### src/rtl/pixel_window_sr_if.sv
// Bus bundle for pixel_window_sr: window controls and pixel in (master),
// taps, running sum and fill status out (slave = the shift register).
interface pixel_window_sr_if #(
  parameter int DATA_W = 8,
  parameter int DEPTH  = 3
);
  localparam int SEL_W = $clog2(DEPTH);
  localparam int SUM_W = DATA_W + $clog2(DEPTH);
  localparam int CNT_W = $clog2(DEPTH + 1);

  logic                    clear;
  logic                    shift_en;
  logic                    rotate;
  logic [DATA_W-1:0]       din;
  logic [SEL_W-1:0]        tap_sel;
  logic [DATA_W-1:0]       tap_out;
  logic [DEPTH*DATA_W-1:0] taps_flat;
  logic [SUM_W-1:0]        sum_out;
  logic [CNT_W-1:0]        fill_cnt;
  logic                    full;

  modport master (
    output clear, shift_en, rotate, din, tap_sel,
    input  tap_out, taps_flat, sum_out, fill_cnt, full
  );

  modport slave (
    input  clear, shift_en, rotate, din, tap_sel,
    output tap_out, taps_flat, sum_out, fill_cnt, full
  );
endinterface

### src/rtl/pixel_window_sr.sv
// Pixel-history shift register: DEPTH taps, running window sum, fill count.
// Ports: clk, rst_n (sync, active-low), bus (slave: controls in, taps/sum out).
module pixel_window_sr #(
  parameter int DATA_W = 8,
  parameter int DEPTH  = 3
) (
  input  logic             clk,
  input  logic             rst_n,
  pixel_window_sr_if.slave bus
);
  localparam int SEL_W = $clog2(DEPTH);
  localparam int SUM_W = DATA_W + $clog2(DEPTH);
  localparam int CNT_W = $clog2(DEPTH + 1);

  logic [DATA_W-1:0] stg_q [DEPTH];
  logic [DATA_W-1:0] stg_d [DEPTH];
  logic [SUM_W-1:0]  sum_q, sum_d;
  logic [CNT_W-1:0]  fill_q, fill_d;

  always_comb begin
    stg_d  = stg_q;
    sum_d  = sum_q;
    fill_d = fill_q;
    if (bus.clear) begin
      for (int k = 0; k < DEPTH; k++) stg_d[k] = '0;
      sum_d  = '0;
      fill_d = '0;
    end else if (bus.shift_en) begin
      for (int k = 1; k < DEPTH; k++) stg_d[k] = stg_q[k-1];
      if (bus.rotate) begin
        // recirculation keeps the same multiset, so sum is unchanged
        stg_d[0] = stg_q[DEPTH-1];
      end else begin
        stg_d[0] = bus.din;
        // intermediate may wrap; final value equals the exact stage total
        sum_d = sum_q + SUM_W'(bus.din)
              - SUM_W'(stg_q[DEPTH-1]);
        if (fill_q != CNT_W'(DEPTH)) fill_d = fill_q + CNT_W'(1);
      end
    end
  end

  always_ff @(posedge clk) begin
    if (!rst_n) begin
      for (int k = 0; k < DEPTH; k++) stg_q[k] <= '0;
      sum_q  <= '0;
      fill_q <= '0;
    end else begin
      stg_q  <= stg_d;
      sum_q  <= sum_d;
      fill_q <= fill_d;
    end
  end

  always_comb begin
    bus.tap_out   = '0;
    bus.taps_flat = '0;
    for (int k = 0; k < DEPTH; k++) begin
      bus.taps_flat[k*DATA_W +: DATA_W] = stg_q[k];
      // out-of-range selects fall through to zero
      if (bus.tap_sel == SEL_W'(k)) bus.tap_out = stg_q[k];
    end
  end

  assign bus.sum_out  = sum_q;
  assign bus.fill_cnt = fill_q;
  assign bus.full     = (fill_q == CNT_W'(DEPTH));
endmodule

### src/flat_wrapper.sv
// flat-port wrapper written by rule: the top's interface ports become plain ports
module pixel_window_sr_flat 
#(
  parameter int DATA_W = 8,
  parameter int DEPTH  = 3
)
  (clk, rst_n, bus_clear, bus_shift_en, bus_rotate, bus_din, bus_tap_sel, bus_tap_out, bus_taps_flat, bus_sum_out, bus_fill_cnt, bus_full);
  pixel_window_sr_if #(.DATA_W(DATA_W), .DEPTH(DEPTH)) bus_i ();
  input  logic clk;
  input  logic rst_n;
  input wire logic [$bits(bus_i.clear)-1:0] bus_clear;
  input wire logic [$bits(bus_i.shift_en)-1:0] bus_shift_en;
  input wire logic [$bits(bus_i.rotate)-1:0] bus_rotate;
  input wire logic [$bits(bus_i.din)-1:0] bus_din;
  input wire logic [$bits(bus_i.tap_sel)-1:0] bus_tap_sel;
  output wire logic [$bits(bus_i.tap_out)-1:0] bus_tap_out;
  output wire logic [$bits(bus_i.taps_flat)-1:0] bus_taps_flat;
  output wire logic [$bits(bus_i.sum_out)-1:0] bus_sum_out;
  output wire logic [$bits(bus_i.fill_cnt)-1:0] bus_fill_cnt;
  output wire logic [$bits(bus_i.full)-1:0] bus_full;
  assign bus_i.clear = bus_clear;
  assign bus_i.shift_en = bus_shift_en;
  assign bus_i.rotate = bus_rotate;
  assign bus_i.din = bus_din;
  assign bus_i.tap_sel = bus_tap_sel;
  assign bus_tap_out = bus_i.tap_out;
  assign bus_taps_flat = bus_i.taps_flat;
  assign bus_sum_out = bus_i.sum_out;
  assign bus_fill_cnt = bus_i.fill_cnt;
  assign bus_full = bus_i.full;
  pixel_window_sr #(.DATA_W(DATA_W), .DEPTH(DEPTH)) u_core (.clk(clk), .rst_n(rst_n), .bus(bus_i));
endmodule
### config.mk
export PLATFORM = sky130hd
export DESIGN_NAME = pixel_window_sr_flat
export DESIGN_NICKNAME = d
export VERILOG_FILES = /design/src/rtl/pixel_window_sr_if.sv /design/src/rtl/pixel_window_sr.sv /design/src/flat_wrapper.sv
export SDC_FILE = /design/constraint.sdc
export NUM_CORES = 1
export LEC_CHECK = 0
export ABC_AREA = 0
export CAP_MARGIN = 20
export CELL_PAD_IN_SITES_DETAIL_PLACEMENT = 0
export CELL_PAD_IN_SITES_GLOBAL_PLACEMENT = 2
export CORE_MARGIN = 1.5
export CORE_UTILIZATION = 30
export DETAILED_ROUTE_END_ITERATION = 6
export MAX_ROUTING_LAYER = met4
export PLACE_DENSITY_LB_ADDON = 0.1
export SYNTH_ARGS = -nofsm -noshare
export SYNTH_HDL_FRONTEND = slang
export SYNTH_SLANG_ARGS = --single-unit
### constraint.sdc
create_clock -name clk -period 4.1 [get_ports clk]
set_clock_uncertainty 0.15 [all_clocks]
set_input_delay 0.82 -clock clk [delete_from_list [all_inputs] [get_ports clk]]
set_output_delay 0.82 -clock clk [all_outputs]
set_load 0.01 [all_outputs]
# Word-level counts from Yosys, hierarchy flattened
# Index checks and enable logic that the tools add are counted.
totals:
  ff_bits: 36
  elab_cells: 22
  out_inout_bits: 45
op_classes:
  n_bitwise: 2
  n_reduce_logical: 4
  addsub: 3
  n_eq_ne: 4
  n_mux: 4
op_table:
  columns: ["cell", "n"]
  rows:
  - ["two-way mux 8 bit", 4]
  - ["adder 10 x 8 -> 10 bit", 1]
  - ["subtractor 10 x 8 -> 10 bit", 1]
  - ["equality test 2 bit, second input constant", 2]
  - ["AND reduction 3 bit", 1]
  - ["adder 2 x 1 -> 2 bit, second input constant", 1]
  - ["equality test 2 x 1 -> 1 bit, second input constant", 1]
  - ["zero test 2 bit", 1]
  - ["inequality test 2 bit, second input constant", 1]
  - ["NOT 1 bit", 2]
  - ["AND reduction 2 bit", 1]
  - ["OR reduction 2 bit", 1]

# Logic depth before layout (Yosys ltp)
# Gate-level depths: netlist (run 1).
depth:
  depth_word: 4
  mapped_depth: 11

# Worst setup path after synthesis (run 1)
# Ideal clock, no wire load.
synth_path:
  kind: "input-to-reg"
  startpoint: "in bus_din[1]"
  endpoint: "reg u_core.sum_q[9] (netlist: u_core.bus.sum_out[9])"
  t_required_ns: 3.890
  n_path_buf: 0
  arrival_ns: 2.678
  slack_ns: 1.212
  stages: 9
  cell_sequence: "inv_1 fa_1 inv_1 ha_1 a211oi_1 o21ai_1 o2111ai_1 mux2_2 nand3_2"
synth_between:
  elab_chain_len: 2
synth_rtl:
  columns: ["item", "line", "text"]
  rows:
  - ["start, declared", "flat_wrapper.sv:14", "input wire logic [$bits(bus_i.din)-1:0] bus_din;"]
  - ["adder 10 x 8 -> 10 bit", "pixel_window_sr.sv:36", "sum_d = sum_q + SUM_W'(bus.din)"]
  - ["subtractor 10 x 8 -> 10 bit", "pixel_window_sr.sv:37", "- SUM_W'(stg_q[DEPTH-1]);"]
  - ["end signal, assigned", "pixel_window_sr.sv:50", "sum_q <= sum_d;"]
  - ["end, declared", "pixel_window_sr.sv:17", "logic [SUM_W-1:0] sum_q, sum_d;"]
# Every way passes these cells.
# A chain may end at the register's enable or synchronous reset.

# Worst setup path after layout (run 1)
layout_path:
  startpoint: "in bus_tap_sel[1]"
  endpoint: "out bus_tap_out[7]"
layout_between:
  elab_chain_len: 4
  elab_cells_between_ends: 6
  classes_between: "2 x eq/ne; 3 x mux; 1 x reduce/logical"
layout_rtl:
  columns: ["item", "line", "text"]
  rows:
  - ["start, declared", "flat_wrapper.sv:15", "input wire logic [$bits(bus_i.tap_sel)-1:0] bus_tap_sel;"]
  - ["zero test 2 bit", "pixel_window_sr.sv:61", "if (bus.tap_sel == SEL_W'(k)) bus.tap_out = stg_q[k];"]
  - ["two-way mux 8 bit (2 in series)", "pixel_window_sr.sv:61", null]
  - ["two-way mux 8 bit (*)", "pixel_window_sr.sv:61", null]
  - ["end, declared", "flat_wrapper.sv:16", "output wire logic [$bits(bus_i.tap_out)-1:0] bus_tap_out;"]
# Mark *: on every way between the ends. The rest lies on a longest branch, timed or not.

==> impl_results.md, run 1 <==
* Leading area contributor after synthesis: dfxtp_1
* Top post-synthesis cells by count: dfxtp_1, inv_1, mux2i_1, nor2_1, nand2_1
* Layout Nets at 354
* Share of post-route cells with drive strength above 1 at 5.30%
* Die H at 89.6 um
* Hold Crit Class: reg -> reg
* Synth top area share at 32.1%
* CTS buffer count at 5
* Post-synth EDFFs at 0
* H-tree depth at 2
* Final setup fails at 0
* Sequential Power Share at 44.8%
* Combinational group share of total power at 21.7%
* Worst Tran Pin Value at 0.592 ns
* Global-route wire length before repair at 9220 um
* Post-DP HPWL at 4280 um
* Vias in the first global route at 1874
* Startpoint types: input pin
* Worst-path clk slew at 0.08 ns
* Area grow syn2layout at 34.7%
* Cells after Synth at 262
* Reg area at 721 um^2
* Post-synth cell types at 41
* 1st-iter DRT viols at 57
* TritonCTS clock tree: built
* Int Pwr at 0.575 mW
* Critical Path AT at 2.45 ns
* Largest net degree at the start of global routing at 36
* Static Leakage at 1.24 nW
* RSZ-0062 raised after global routing: false
* Total grt overflow at 0
* DP Area at 0.00294 mm^2
* Dpl ws at 0.521 ns
* Syn Nets at 296
* Initial Utilization at 31.0%
* Worst skew pair latency at 0.29 ns
* Worst EP required at 3.13 ns
* Max Buffers Root-to-Sink at 2
* Crit-path max FO at 9
* Multi-input logic area at 0.00133 mm^2
* FFs w/ async S/R, synth at 0%
* Final setup margin at 0.680 ns
* Sw Pwr at 0.242 mW
* Chip width at 89.6 um
* Die area at 0.00802 mm^2
* Num ports at 60
* Post-Syn Area at 0.00225 mm^2
* R2r setup slk at 1.37 ns
* Yosys warns at 0
* Count leader, synth: dfxtp_1
* Sw frac at 29.6%
* Post_cts resized at 0
* # rows at 31
* Crit path capture type: output pin
* FF+latch count, synth at 36
* Max Cap Viol at 0
* Initial antenna violation count at 0
* Vias at 1983
* Synth Area per Inst at 8.58 um^2
* ANT cells at 0
* Core ar. at 0.00725 mm^2
* Fin. max-slew vios at 0
* Predominant post-synthesis flop cell: dfxtp_1
* IR drop worst, VDD at 0.000117 V
* Fillcell total at 790
* PD cells at 270 mW/mm^2
* CTS root buf: clkbuf_8
* Clk pwr share at 33.5%
* Final Power at 0.817 mW
* Detail-routed via count per cell at 4.72
* Detailed-route DRC error count at 0
* Max frequency at 292 MHz
* Sequential cell area fraction in the yosys report at 32.1%
* Hold_buf cts at 0
* Final worst path period share at 83.4%
* Post-DR wirelength/cell at 13.9 um
* Input/output buffers at 59
* Layout Utilization at 41.8%
* Outcome: complete, no violations
* Placed cells at 412
* Final hold slack at 0.330 ns
* Post-CTS Setup Repair Bufs at 0
* Design area at 0.00303 mm^2
* Final-report hold violation count at 0
* Total Wirelength at 5820 um
* Routed Antenna Nets at 0
* Pre-antenna DRT Iters at 4
* Final TNS setup at 0 ns
* Worst slew margin at 60.4%
* Dominant cells by area after synthesis: dfxtp_1, mux2i_1, fa_1
* Routability cong. at 0.751
* GR Util All Layers at 15.6%
* Crit Path Class: in -> out
* Clk sinks at 36
* Fin cells at 420
* Shortest period the worst path allows at 3.42 ns
==> sequential cells by signal, summed over array words and instances, names as in the netlist <==
| name | flops |
|---|---|
| u_core.bus.fill_cnt | 2 |
| u_core.bus.sum_out | 10 |
| u_core.bus.taps_flat | 24 |
==> power groups by stage <==
| stage | combinational (mW) | clock [mW] | sequential [mW] |
|---|---|---|---|
| global route | 0.198 | 0.302 | 0.368 |
| finish | 0.177 | 0.274 | 0.366 |
| global placement | 0.177 | 0 | 0.374 |
| CTS | 0.179 | 0.287 | 0.366 |
| detailed placement | 0.178 | 0 | 0.374 |
| floorplan | 0.113 | 0 | 0.376 |
==> worst max-delay path: stages <==
cell and delay, ns:
clkdlybuf4s50_1 0.45, buf_4 0.16, nor2b_1 0.13, buf_4 0.17, nand2_1 0.06, o21ai_0 0.08
clkdlybuf4s50_1 0.58
==> per-layer routing <==
layer  vias to the layer above  GRT usage, %  wire (um)
met3                         0          2.83        239
met2                        50          24.8       2730
met1                       921          20.4       2850
li1                       1012             -          -
met4                         0          3.78          0
met5                         -             -          0
==> final cells by class <==
cell class / count / area share (%)
clock inverter: 1 / 0.248
multi-input combinational: 178 / 43.9
timing repair buffer: 64 / 20.7
clock buffer: 7 / 2.85
inverter: 35 / 4.34
tap: 99 / 4.09
sequential: 36 / 23.8
==> cell usage in the layout, fill, tap and decap left out, types with 2 or more instances in the layout <==
| cell | count |
|---|---|
| a211o_1 | 3 |
| a211oi_1 | 10 |
| a21o_1 | 3 |
| a21oi_1 | 7 |
| a31oi_1 | 3 |
| buf_4 | 5 |
| clkbuf_8 | 6 |
| clkdlybuf4s50_1 | 59 |
| dfxtp_1 | 36 |
| fa_1 | 8 |
| ha_1 | 11 |
| inv_1 | 34 |
| mux2i_1 | 32 |
| nand2_1 | 18 |
| nand2b_4 | 2 |
| nand3_1 | 6 |
| nand4_1 | 4 |
| nor2_1 | 32 |
| nor2b_1 | 3 |
| nor3_1 | 2 |
| nor4_1 | 2 |
| o211ai_1 | 3 |
| o21a_1 | 3 |
| o21ai_0 | 7 |
| o21ai_1 | 6 |
==> cell families after synthesis <==
group / after synthesis / synth area share (%)
fa+ha+maj: 19 / 13.2
compound gates: 50 / 14.7
xor+xnor: 1 / 0.390
mux: 33 / 14.7
buf+inv: 48 / 8.74
simple gates: 75 / 16.1
flops: 36 / 32.1
==> path summary, 6_finish.rpt <==
path / from / end / cells past startpoint
max reg2reg: u_core.bus.sum_out[1]$_SDFFE_PP0P_ / u_core.bus.sum_out[9]$_SDFFE_PP0P_ / 9
min: u_core.bus.sum_out[2]$_SDFFE_PP0P_ / u_core.bus.sum_out[2]$_SDFFE_PP0P_ / 2
min reg2reg: u_core.bus.sum_out[2]$_SDFFE_PP0P_ / u_core.bus.sum_out[2]$_SDFFE_PP0P_ / 2
max: bus_tap_sel[1] / bus_tap_out[7] / 7
Power figures use the tool's default switching activity.
==> run 2, diff against run 1 <==
Settings changed: CORE_UTILIZATION 30 to 28.
Clock period 4.1 ns to 3.2 ns, I/O delays scaled along.
==> impl_results.md, run 2 (synthesized netlist as in run 1, its figures left out) <==
* Outcome: complete, no violations (unchanged)
* Total grt overflow at 0 (unchanged)
* H-tree depth at 2 (unchanged)
* Commonest non-fill, non-tap cell in the layout: clkdlybuf4s50_1 (unchanged)
* CTS buffer count at 5 (unchanged)
* Crit path capture type: register (was output pin)
* Static Leakage at 1.30 nW (was 1.24 nW)
* Final setup fails at 0 (unchanged)
* Initial Utilization at 28.9% (was 31.0%)
* Worst Tran Pin Value at 0.427 ns (was 0.592 ns)
* PD cells at 358 mW/mm^2 (was 270 mW/mm^2)
* Routability cong. at 0.806 (was 0.751)
* CTS root buf: clkbuf_8 (unchanged)
* Layout Nets at 364 (was 354)
* Worst-path clk slew at 0.08 ns (about the same)
* Worst skew pair latency at 0.29 ns (about the same)
* Max Buffers Root-to-Sink at 2 (unchanged)
* Input/output buffers at 59 (unchanged)
* Final worst path period share at 93.9%
* Total Wirelength at 6020 um (was 5820 um)
* Fillcell total at 820 (was 790)
* Max frequency at 333 MHz
* Chip width at 92.6 um (was 89.6 um)
* Die H at 92.6 um (was 89.6 um)
* Max Cap Viol at 0 (unchanged)
* Pre-antenna DRT Iters at 4 (unchanged)
* Placed cells at 425 (was 412)
* IR drop worst, VDD at 0.000171 V (was 0.000117 V)
* Worst EP required at 3.25 ns (was 3.13 ns)
* Share of post-route cells with drive strength above 1 at 8.46% (was 5.30%)
* Crit-path max FO at 4 (was 9)
* Startpoint types: input pin (unchanged)
* TritonCTS clock tree: built (unchanged)
* # rows at 32 (was 31)
* Worst-case reg-to-reg path depth at 8 (was 9)
* 1st-iter DRT viols at 66 (was 57)
* Crit path depth at 10 (was 7)
* Vias at 2036 (was 1983)
* Hold path depth at 2 (unchanged)
* Num ports at 60 (unchanged)
* Vias in the first global route at 1966 (was 1874)
* Post-DR wirelength/cell at 13.9 um (about the same)
* Final hold slack at 0.324 ns (was 0.330 ns)
* RSZ-0062 raised after global routing: false (unchanged)
* Crit Path Class: in -> reg (was in -> out)
* Core ar. at 0.00777 mm^2 (was 0.00725 mm^2)
* CP top delay family: adder cells (was buffers and inverters)
* Final Power at 1.12 mW (was 0.817 mW)
* Worst path slowest cell: clkdlybuf4s50_1 (unchanged)
* Area grow syn2layout at 39.1% (was 34.7%)
* Dpl ws at -0.139 ns (was 0.521 ns)
* ANT cells at 0 (unchanged)
* Design area at 0.00313 mm^2 (was 0.00303 mm^2)
* Clk sinks at 36 (unchanged)
* CP max stage delay at 0.48 ns (was 0.58 ns)
* Fin. max-slew vios at 0 (unchanged)
* Buffer and inverter count on the worst path at 3 (was 4)
* Final setup margin at 0.196 ns (was 0.680 ns)
* Detail-routed via count per cell at 4.70 (was 4.72)
* Largest net degree at the start of global routing at 33 (was 36)
* DP Area at 0.00301 mm^2 (was 0.00294 mm^2)
* Worst slew margin at 71.4% (was 60.4%)
* Die area at 0.00858 mm^2 (was 0.00802 mm^2)
* Global-route wire length before repair at 9820 um (was 9220 um)
* Shortest period the worst path allows at 3.00 ns
* GR Util All Layers at 15.1% (was 15.6%)
* Routed Antenna Nets at 0 (unchanged)
* Critical Path AT at 3.05 ns (was 2.45 ns)
* Detailed-route DRC error count at 0 (unchanged)
* Post-DP HPWL at 4470 um (was 4280 um)
* Hold Crit Class: reg -> reg (unchanged)
* Fin cells at 433 (was 420)
* Initial antenna violation count at 0 (unchanged)
* Most frequent cells in the layout: clkdlybuf4s50_1, dfxtp_1, inv_1 (unchanged)
* Final-report hold violation count at 0 (unchanged)
* Crit-path cells: clkdlybuf4s50_1 -> inv_1 -> fa_1 -> buf_4 -> fa_1 -> nor2b_1 -> o21a_1 -> o21a_1 -> o21ai_0 -> o311ai_1 (was clkdlybuf4s50_1 -> buf_4 -> nor2b_1 -> buf_4 -> nand2_1 -> o21ai_0 -> clkdlybuf4s50_1)
* Largest register FFs at 24 (unchanged)
==> run 2: cell types whose count changed in the layout (fill, tap and decap cells not counted) <==
cell,change
clkinv_2,+1
clkinvlp_4,-1
clkbuf_8,-1
a211oi_2,+1
buf_4,+10
a211oi_1,-1
bufinv_16,+1
==> run 2: final cells by class <==
type / count / area [um^2] / share of cell area, %
inverters: 35 / 131 / 4.20
clock buffers: 6 / 72.6 / 2.32
flip-flops and latches: 36 / 721 / 23.0
multi-input cells: 178 / 1340 / 42.7
repair buffers: 74 / 703 / 22.5
clock inverters: 2 / 35.0 / 1.12
well taps: 102 / 128 / 4.08
==> run 2: worst reg2reg max path, delay by kind of cell, from the launching register on <==
family	cells	cell delay, ns
fa+ha+maj	2	0.90
compound gates	4	0.67
flops	1	0.46
simple gates	1	0.17
buf+inv	1	0.15
==> run 2: per-layer routing <==
layer | vias up | routed length, um | share of wire, % | track usage (%)
met5 | - | 0 | 0 | -
met4 | 0 | 69 | 1.1 | 4.17
met3 | 10 | 227 | 3.8 | 2.96
met2 | 49 | 2800 | 47 | 24.3
met1 | 947 | 2920 | 48 | 19.5
li1 | 1030 | - | - | -
==> run 2: metrics by stage <==
stage / utilization [%] / setup TNS (ns)
detailed placement: 38.8 / -0.319
global placement: 38.8 / -0.346
finish: 40.3 / 0
floorplan: - / 0
CTS: 40.2 / 0
global route: 40.3 / 0
==> run 2: path summary, 6_finish.rpt <==
check | startpoint | end | slack (ns)
worst max-delay path | bus_din[1] | u_core.bus.sum_out[6]$_SDFFE_PP0P_ | 0.20
worst min-delay path | u_core.bus.sum_out[3]$_SDFFE_PP0P_ | u_core.bus.sum_out[3]$_SDFFE_PP0P_ | 0.32
worst min register to register | u_core.bus.sum_out[3]$_SDFFE_PP0P_ | u_core.bus.sum_out[3]$_SDFFE_PP0P_ | 0.32
worst max register to register | u_core.bus.taps_flat[17]$_SDFFE_PP0P_ | u_core.bus.sum_out[6]$_SDFFE_PP0P_ | 0.60
==> run 2: where the power goes <==
group	total, mW	internal (mW)	switching, mW
clock network	0.404	0.231	0.173
registers	0.469	0.458	0.0109
logic	0.246	0.119	0.127
==> run 2: what timing repair did <==
item / CTS / global route
setup buffers: 0 / 0
gates resized for setup: 0 / 1
endpoints found under the hold margin: 0 / 0
hold buffers: 0 / 0
setup endpoints to repair: 0 / 1
